## src/rtl/prng_uart_tx.sv

```systemverilog
// Serializes a NUM_BYTES-wide PRNG word onto a UART TX line as 8N1 bytes.
// Bytes go most-significant first, and the bits within each byte go LSB first.
// A single tx_start pulse in IDLE launches a frame. Stop and start bits run
// back-to-back between bytes, and done pulses once on return to IDLE.
module prng_uart_tx #(
   parameter int CLKS_PER_BIT = 868,
   parameter int NUM_BYTES    = 8
) (
   input  logic                   clk,
   input  logic                   reset,
   input  logic                   tx_start,
   input  logic [8*NUM_BYTES-1:0] data_in,
   output logic                   tx_serial,
   output logic                   busy,
   output logic                   done
);

   localparam int DATA_W = 8 * NUM_BYTES;
   localparam int BAUD_W = (CLKS_PER_BIT > 1) ? $clog2(CLKS_PER_BIT) : 1;
   localparam int IDX_W  = (NUM_BYTES > 1) ? $clog2(NUM_BYTES) : 1;

   localparam logic [BAUD_W-1:0] BAUD_LAST = BAUD_W'(CLKS_PER_BIT - 1);
   localparam logic [IDX_W-1:0]  IDX_LAST  = IDX_W'(NUM_BYTES - 1);

   typedef enum logic [1:0] {
      S_IDLE,
      S_START,
      S_DATA,
      S_STOP
   } state_t;

   state_t            state_q, state_d;
   logic [BAUD_W-1:0] baud_q, baud_d;
   logic [2:0]        bit_q, bit_d;
   logic [IDX_W-1:0]  byte_q, byte_d;
   logic [DATA_W-1:0] shift_q, shift_d;
   logic              tx_q, tx_d;
   logic              busy_q, busy_d;
   logic              done_q, done_d;

   // The byte on the wire is always the top byte of the shift register.
   // Each finished byte is shifted out to the left.
   logic [7:0] cur_byte;
   logic [2:0] bit_nxt;
   logic       baud_last;

   assign cur_byte  = shift_q[DATA_W-1 -: 8];
   assign bit_nxt   = bit_q + 3'd1;
   assign baud_last = (baud_q == BAUD_LAST);

   // Next-state and next-output logic. The line level is computed one cycle
   // ahead, so every output comes straight from a flop.
   always_comb begin
      state_d = state_q;
      baud_d  = baud_q;
      bit_d   = bit_q;
      byte_d  = byte_q;
      shift_d = shift_q;
      tx_d    = tx_q;
      busy_d  = busy_q;
      done_d  = 1'b0;

      case (state_q)
         S_IDLE: begin
            tx_d   = 1'b1;
            busy_d = 1'b0;
            if (tx_start) begin
               shift_d = data_in;
               byte_d  = '0;
               bit_d   = '0;
               baud_d  = '0;
               tx_d    = 1'b0;
               busy_d  = 1'b1;
               state_d = S_START;
            end
         end

         S_START: begin
            if (baud_last) begin
               baud_d  = '0;
               bit_d   = '0;
               tx_d    = cur_byte[0];
               state_d = S_DATA;
            end else begin
               baud_d = baud_q + BAUD_W'(1);
            end
         end

         S_DATA: begin
            if (baud_last) begin
               baud_d = '0;
               if (bit_q == 3'd7) begin
                  tx_d    = 1'b1;
                  state_d = S_STOP;
               end else begin
                  bit_d = bit_nxt;
                  tx_d  = cur_byte[bit_nxt];
               end
            end else begin
               baud_d = baud_q + BAUD_W'(1);
            end
         end

         S_STOP: begin
            if (baud_last) begin
               baud_d = '0;
               if (byte_q < IDX_LAST) begin
                  byte_d  = byte_q + IDX_W'(1);
                  shift_d = shift_q << 8;
                  tx_d    = 1'b0;
                  state_d = S_START;
               end else begin
                  tx_d    = 1'b1;
                  busy_d  = 1'b0;
                  done_d  = 1'b1;
                  state_d = S_IDLE;
               end
            end else begin
               baud_d = baud_q + BAUD_W'(1);
            end
         end

         default: begin
            tx_d    = 1'b1;
            busy_d  = 1'b0;
            state_d = S_IDLE;
         end
      endcase
   end

   // State and output registers. An asynchronous reset aborts any frame
   // in flight and does not produce a done pulse.
   always_ff @(posedge clk or negedge reset) begin
      if (!reset) begin
         state_q <= S_IDLE;
         baud_q  <= '0;
         bit_q   <= '0;
         byte_q  <= '0;
         shift_q <= '0;
         tx_q    <= 1'b1;
         busy_q  <= 1'b0;
         done_q  <= 1'b0;
      end else begin
         state_q <= state_d;
         baud_q  <= baud_d;
         bit_q   <= bit_d;
         byte_q  <= byte_d;
         shift_q <= shift_d;
         tx_q    <= tx_d;
         busy_q  <= busy_d;
         done_q  <= done_d;
      end
   end

   assign tx_serial = tx_q;
   assign busy      = busy_q;
   assign done      = done_q;

endmodule

```

## config.mk

```make
export PLATFORM = sky130hd
export DESIGN_NAME = prng_uart_tx
export DESIGN_NICKNAME = d
export VERILOG_FILES = /design/src/rtl/prng_uart_tx.sv
export SDC_FILE = /design/constraint.sdc
export NUM_CORES = 1
export LEC_CHECK = 0
export CAP_MARGIN = 30
export CORE_UTILIZATION = 53
export DETAILED_ROUTE_END_ITERATION = 8
export PLACE_DENSITY = 0.91
export SYNTH_ARGS = -nofsm -noshare
export SYNTH_HDL_FRONTEND = slang
export SYNTH_SLANG_ARGS = --single-unit
```

## constraint.sdc

```tcl
create_clock -name clk -period 1.9 [get_ports clk]
set_input_delay 0.38 -clock clk [delete_from_list [all_inputs] [get_ports clk]]
set_output_delay 0.38 -clock clk [all_outputs]
set_load 0.02 [all_outputs]
```

==> results.md, run 1 <==
* Outcome: complete, but fails checks
* Failing checks: setup timing
* CTS tree: yes
* Crit end category: register
* Largest family of logic cells by synthesized area: compound AO/OA/AOI/OAI gates
* Min Tclk post-route at between 1.5 and 2 ns
* Most common library cells after synthesis: 114 x a21oi_1, 84 x dfrtp_1, 58 x mux2i_1, 16 x nor2_1, 13 x nand2_1
* Most frequent cell after synthesis: a21oi_1
* Clock transition at path regs at approximately 0.09 ns
* Num Clock Sinks at 85
* Final Hold Fails at 0
* Simple-Gate Fraction of Synth Area at under 10%
* GP Congestion at between 0.8 and 0.9
* Core area at between 7000 and 8000 sq um
* Die height at around 91 um
* Mux contribution to synthesized area at ~16%
* HPWL Detailed at approximately 7000 um
* Layout cell share with drive strength beyond 1 at 16.2%
* Synth Area in XOR/XNOR at around 1.9%
* DRT antenna net count at 0
* F_max at 522 MHz
* Worst-Margin Slew at between 0.5 and 0.6 ns
* Synth cell types at 40
* Global route total overflow at 0
* Crit path max fanout at 17
* Total Power at around 9300 uW
* Synth warn at 0
* Synth Area per Inst at around 11 sq um
* Drt via density at 6.07
* # IOs at 70
* Global-route wire length before repair at about 17000 um
* Final Cell Area at roughly 5500 sq um
* Drt first pass iters at 5
* Pwr/cell area at roughly 1700 nW/um^2
* Max-slew violations at 0
* Final wirelength at roughly 11000 um
* Worst R2R Path Depth at 8
* CTS buffer count at 9
* DP Cell Count at 557
* Final net count at 553
* Longest Clk Path Bufs at 2
* Req. time, crit path at approximately 2.2 ns
* Hold Path Class: input port to asynchronous set/reset pin
* Leakage power at around 0.0023 uW
* Top_reg_cell synth: dfrtp_1
* Clk_skew at roughly 0.011 ns
* Largest cells by area after synthesis: dfrtp_1 50%, mux2i_1 14%, a21oi_1 14%
* PnR worst setup slack at -0.0154 ns
* FF+latch count, synth at 85
* Antenna violations before repair at 0
* Vias in the first global route at ~3500
* Slew headroom at between 60 and 70%
* Hold_ws at 0.00402 ns
* WL/cell at between 15 and 20 um
* Die X at around 90 um
* Row count at 31
* DP Area at just over 5000 sq um
* Post-Syn Instances at 388
* Period utilization at 101%
* Fraction of registers with async set or reset after synthesis at 100%
* Finished Layout Cells at between 500 and 600
* R2R Setup Slk at -0.02 ns
* CTS root buf: clkbuf_8
* Area grow syn2layout at 32.8%
* VDD IR max at roughly 0.001 V
* Type of origin of the critical path: register
* Tot GR Track Use at between 20% and 30%
* RR Endpoint: shift_q[45]
* H-tree Lvls at 3
* Starting Density at between 50% and 60%
* Worst Path Class, Setup: register to register
* CP Data Arrival Time at about 2.2 ns
* Synth top area share at about half
* Number of synthesized flops with an enable pin at 0
* Pre-CTS WS at -0.0265 ns
* Port bufs at 69
* DIE AREA at about 8200 sq um
* Post-synth top area cell: dfrtp_1
* Synth Area in Adders at 2.70%
* Syn Nets at around 460
* CTS hold repair buffers at 0
* Max Cap Viol at 0
* Worst reg2reg path startpoint: baud_q[1]
* Ant. Diodes at 0
* 1st-iter DRT viols at approximately 290
* Post-synthesis sequential area ratio at 51.0%
* Clock Latency Late Sink at ~0.36 ns
* Compound-cell area share of the yosys netlist at 17.2%
* Post-synthesis cell area at between 4000 and 5000 sq um
* Vias at approximately 3500
* Final setup fails at 1
* Pin count of the biggest net entering global routing at 59
* Drt drc at 0
[worst max-delay path by stage]
stage | startpoint | depth (start not counted) | to | slack [ns]
floorplan | state_q[0] | 8 | shift_q[33] | 0.1
global placement | tx_start | 5 | bit_q[0] | 0.02
detailed placement | tx_start | 6 | shift_q[47] | -0.03
CTS | baud_q[1] | 8 | shift_q[62] | 0.01
global route | baud_q[1] | 6 | bit_q[0] | -0.03
finish | baud_q[1] | 8 | shift_q[45] | -0.02
[per-layer routing]
layer / track usage (%) / routed length [um] / vias to the layer above
met5: 0 / 0 / -
met4: 11.3 / 233 / 0
met3: 3.79 / 656 / 30
met2: 43.2 / 5700 / 181
met1: 32.7 / 4330 / 1730
li1: - / - / 1584
[repair_timing]
item	4_1_cts	5_1_grt
setup endpoints to repair	31	70
pin swaps	1	3
setup buffers	2	4
gates resized for setup	2	16
gates cloned	0	2
[state kept, by name, summed over array words and instances (netlist names)]
register and count:
done 1, byte_q 3, busy 1, tx_serial 1
state_q 2, bit_q 3, shift_q 64, baud_q 10
[cells by family after synthesis]
family / after synthesis
XOR/XNOR: 9
AO/OA/AOI/OAI: 133
AND/OR/NAND/NOR: 57
buffers and inverters: 32
adder cells (fa/ha/maj): 9
multiplexers: 63
flip-flops: 85
[worst max-delay path: stages, from the launching register on]
cell and delay (ns):
dfrtp_1 0.40, ha_2 0.21, and4b_2 0.27, nand3_2 0.13, o21ai_4 0.21, buf_4 0.17
clkbuf_16 0.17, a21oi_1 0.09, a21oi_1 0.17
[through the flow]
stage | utilization [%] | TNS, ns
3_3_place_gp | 69.2 | 0
3_5_place_dp | 69.2 | -0.0526
5_1_grt | 74.4 | -0.302
6_report | 74.4 | -0.0154
2_1_floorplan | - | 0
4_1_cts | 72.5 | 0
[area by class of cell]
cell class              instances  area (sq um)
inverters                       5          18.8
flip-flops and latches         85          2130
fillers                       479          1910
clock buffers                  10           138
clock inverters                 6          86.3
well taps                      99           124
multi-input cells             271          1960
repair buffers                105          1080
[cells in the final DEF (no fill, tap or decap), drive strengths merged]
cell           count
a22o               9
mux4               2
clkinv             3
and3               1
a211o              1
a221oi             1
dfstp              1
xor2               4
and4b              1
clkdlybuf4s50     68
o22ai              1
clkinvlp           1
dfrtp             84
inv                5
nand4              3
nor2              16
nor2b              3
clkbuf            12
bufinv             2
mux2               3
and2               3
xnor2              5
nand3              5
o21ai              4
a31oi              2
nand2             14
nand2b             1
nand3b             1
and4               2
nor3               5
nor4               2
a21o               1
mux2i             58
ha                 9
buf               35
a21oi            114
[where the power goes]
| group | switching (uW) | internal, uW |
|---|---|---|
| clock network | 651 | 774 |
| registers | 500 | 2600 |
| logic | 2630 | 2190 |
| total | 3780 | 5570 |
Note: power is estimated with default switching activity, not from simulation.
==> run 2, diff against run 1 <==
--- a/config.mk
+++ b/config.mk
@@ -9,6 +9,7 @@
 export CORE_UTILIZATION = 53
 export DETAILED_ROUTE_END_ITERATION = 8
 export PLACE_DENSITY = 0.91
+export SKIP_CTS_REPAIR_TIMING = 1
 export SYNTH_ARGS = -nofsm -noshare
 export SYNTH_HDL_FRONTEND = slang
 export SYNTH_SLANG_ARGS = --single-unit
==> results.md, run 2 (synthesized netlist as in run 1, its figures left out) <==
* Antenna violations before repair at 0
* Final wirelength at ~11000 um
* Vias in the first global route at around 3500
* Worst-Margin Slew at 0.548 ns
* Pre-CTS WS at -0.0265 ns
* Critical path's slowest cell: dfrtp_1
* Max Cap Viol at 0
* CP max stage delay at 0.40 ns
* Drt via density at about 6.0
* Final net count at between 500 and 600
* Tot GR Track Use at ~25%
* Pwr/cell area at ~1700 nW/um^2
* Fillers at between 400 and 500
* Crit end category: register
* Row count at 31
* Pin count of the biggest net entering global routing at between 50 and 60
* DRT antenna net count at 0
* Ant. Diodes at 0
* Outcome: complete, but fails checks
* RR Endpoint: bit_q[0]
* Critical Path Start: baud_q[1]
* WL/cell at between 15 and 20 um
* Num Clock Sinks at 85
* Leakage power at around 0.0023 uW
* CP Data Arrival Time at 2.17 ns
* 1st-iter DRT viols at approximately 250
* CTS root buf: clkbuf_8
* # IOs at 70
* Vias at about 3500
* Drt first pass iters at 5
* Failing checks: setup timing
* Number of flip-flops in the largest register at 64
* Max-slew violations at 0
* Period utilization at 102%
* GP Congestion at 0.840
* Final TNS setup at -0.0810 ns
* Hold Path Class: input port to asynchronous set/reset pin
* H-tree Lvls at 3
* Die X at ~91 um
* Req. time, crit path at between 2 and 2.5 ns
* Drt drc at 0
* Clock Latency Late Sink at around 0.35 ns
* Port bufs at between 60 and 70
* Clock transition at path regs at approximately 0.090 ns
* Largest register by flop count: shift_q
* Starting Density at between 50% and 60%
* Die height at 90.7 um
* Commonest non-fill, non-tap cell in the layout: a21oi_1
* F_max at 517 MHz
* Longest Clk Path Bufs at 2
* Final Cell Area at ~5500 sq um
* HPWL Detailed at a little under 7000 um
* Core area at around 7400 sq um
* CP cell instances: ha_2 -> and4b_2 -> and3_4 -> mux2i_1 -> a211o_1 -> mux2_4
* Commonest non-fill, non-tap cells in the layout: 112 x a21oi_1, 84 x dfrtp_1, 68 x clkdlybuf4s50_1, 58 x mux2i_1, 26 x buf_4
* DIE AREA at between 8000 and 9000 sq um
* Crit path max fanout at 3
* Top Registers: shift_q x64, baud_q x10
* Worst Path Class, Setup: register to register
* Slew headroom at 63.5%
* DP Cell Count at around 560
* Worst R2R Path Depth at 6
* Global-route wire length before repair at between 15000 and 20000 um
* RSZ-0062 raised after global routing: true
* CTS buffer count at 9
* Final Hold Fails at 0
* Layout cell share with drive strength beyond 1 at 15.6%
* CTS tree: yes
* VDD IR max at ~0.001 V
* Min Tclk post-route at between 1.5 and 2 ns
* Type of origin of the critical path: register
* Global route total overflow at 0
* R2R Setup Slk at -0.04 ns
* Finished Layout Cells at 580
* Worst reg2reg path startpoint: baud_q[1]
* Final setup fails at 5
* Area grow syn2layout at 31.5%
* DP Area at slightly above 5000 sq um
* Clk_skew at roughly 0.0098 ns
* PnR worst setup slack at -0.0360 ns
## run 2: worst max path at each step
stage / endpoint / slack [ns] / depth (start not counted)
floorplan: shift_q[33] / 0.1 / 8
global route: shift_q[62] / -0.07 / 8
finish: bit_q[0] / -0.04 / 6
CTS: shift_q[20] / -0.11 / 8
detailed placement: shift_q[47] / -0.03 / 6
global placement: bit_q[0] / 0.02 / 5
## run 2: report_power, final
| part | switching, uW | internal [uW] |
|---|---|---|
| combinational | 2550 | 2090 |
| sequential | 488 | 2600 |
| clock | 643 | 774 |
## run 2: final cells by class
class,instances,area [sq um],share of cell area [%]
Sequential cell,85,2130,38.8
Multi-Input combinational cell,271,1930,35.3
Timing Repair Buffer,104,1050,19.2
Clock buffer,10,138,2.51
Tap cell,99,124,2.26
Clock inverter,6,86.3,1.57
Inverter,5,18.8,0.342
## run 2: stage by stage
stage / hold slack, ns / utilization [%] / total power (uW)
after floorplan: 0.0844 / - / 5950
after global placement: 0.388 / 69.2 / 7110
after detailed placement: 0.394 / 69.2 / 7340
after CTS: 0.0112 / 72.2 / 8830
after global routing: 0.0401 / 73.6 / 9710
final: 0.00880 / 73.6 / 9140
## run 2: critical path, delay by kind of cell (launching register included)
kind / cells / cell delay (ns)
AND/OR/NAND/NOR: 2 / 0.49
flip-flops: 1 / 0.40
multiplexers: 2 / 0.39
AO/OA/AOI/OAI: 1 / 0.33
adder cells (fa/ha/maj): 1 / 0.21
## run 2: metal layers
| metal | share of wire [%] | global-route usage, % |
|---|---|---|
| met5 | 0 | 0 |
| met4 | 2.5 | 10.6 |
| met3 | 5.2 | 3.87 |
| met2 | 51 | 43.2 |
| met1 | 41 | 32.3 |
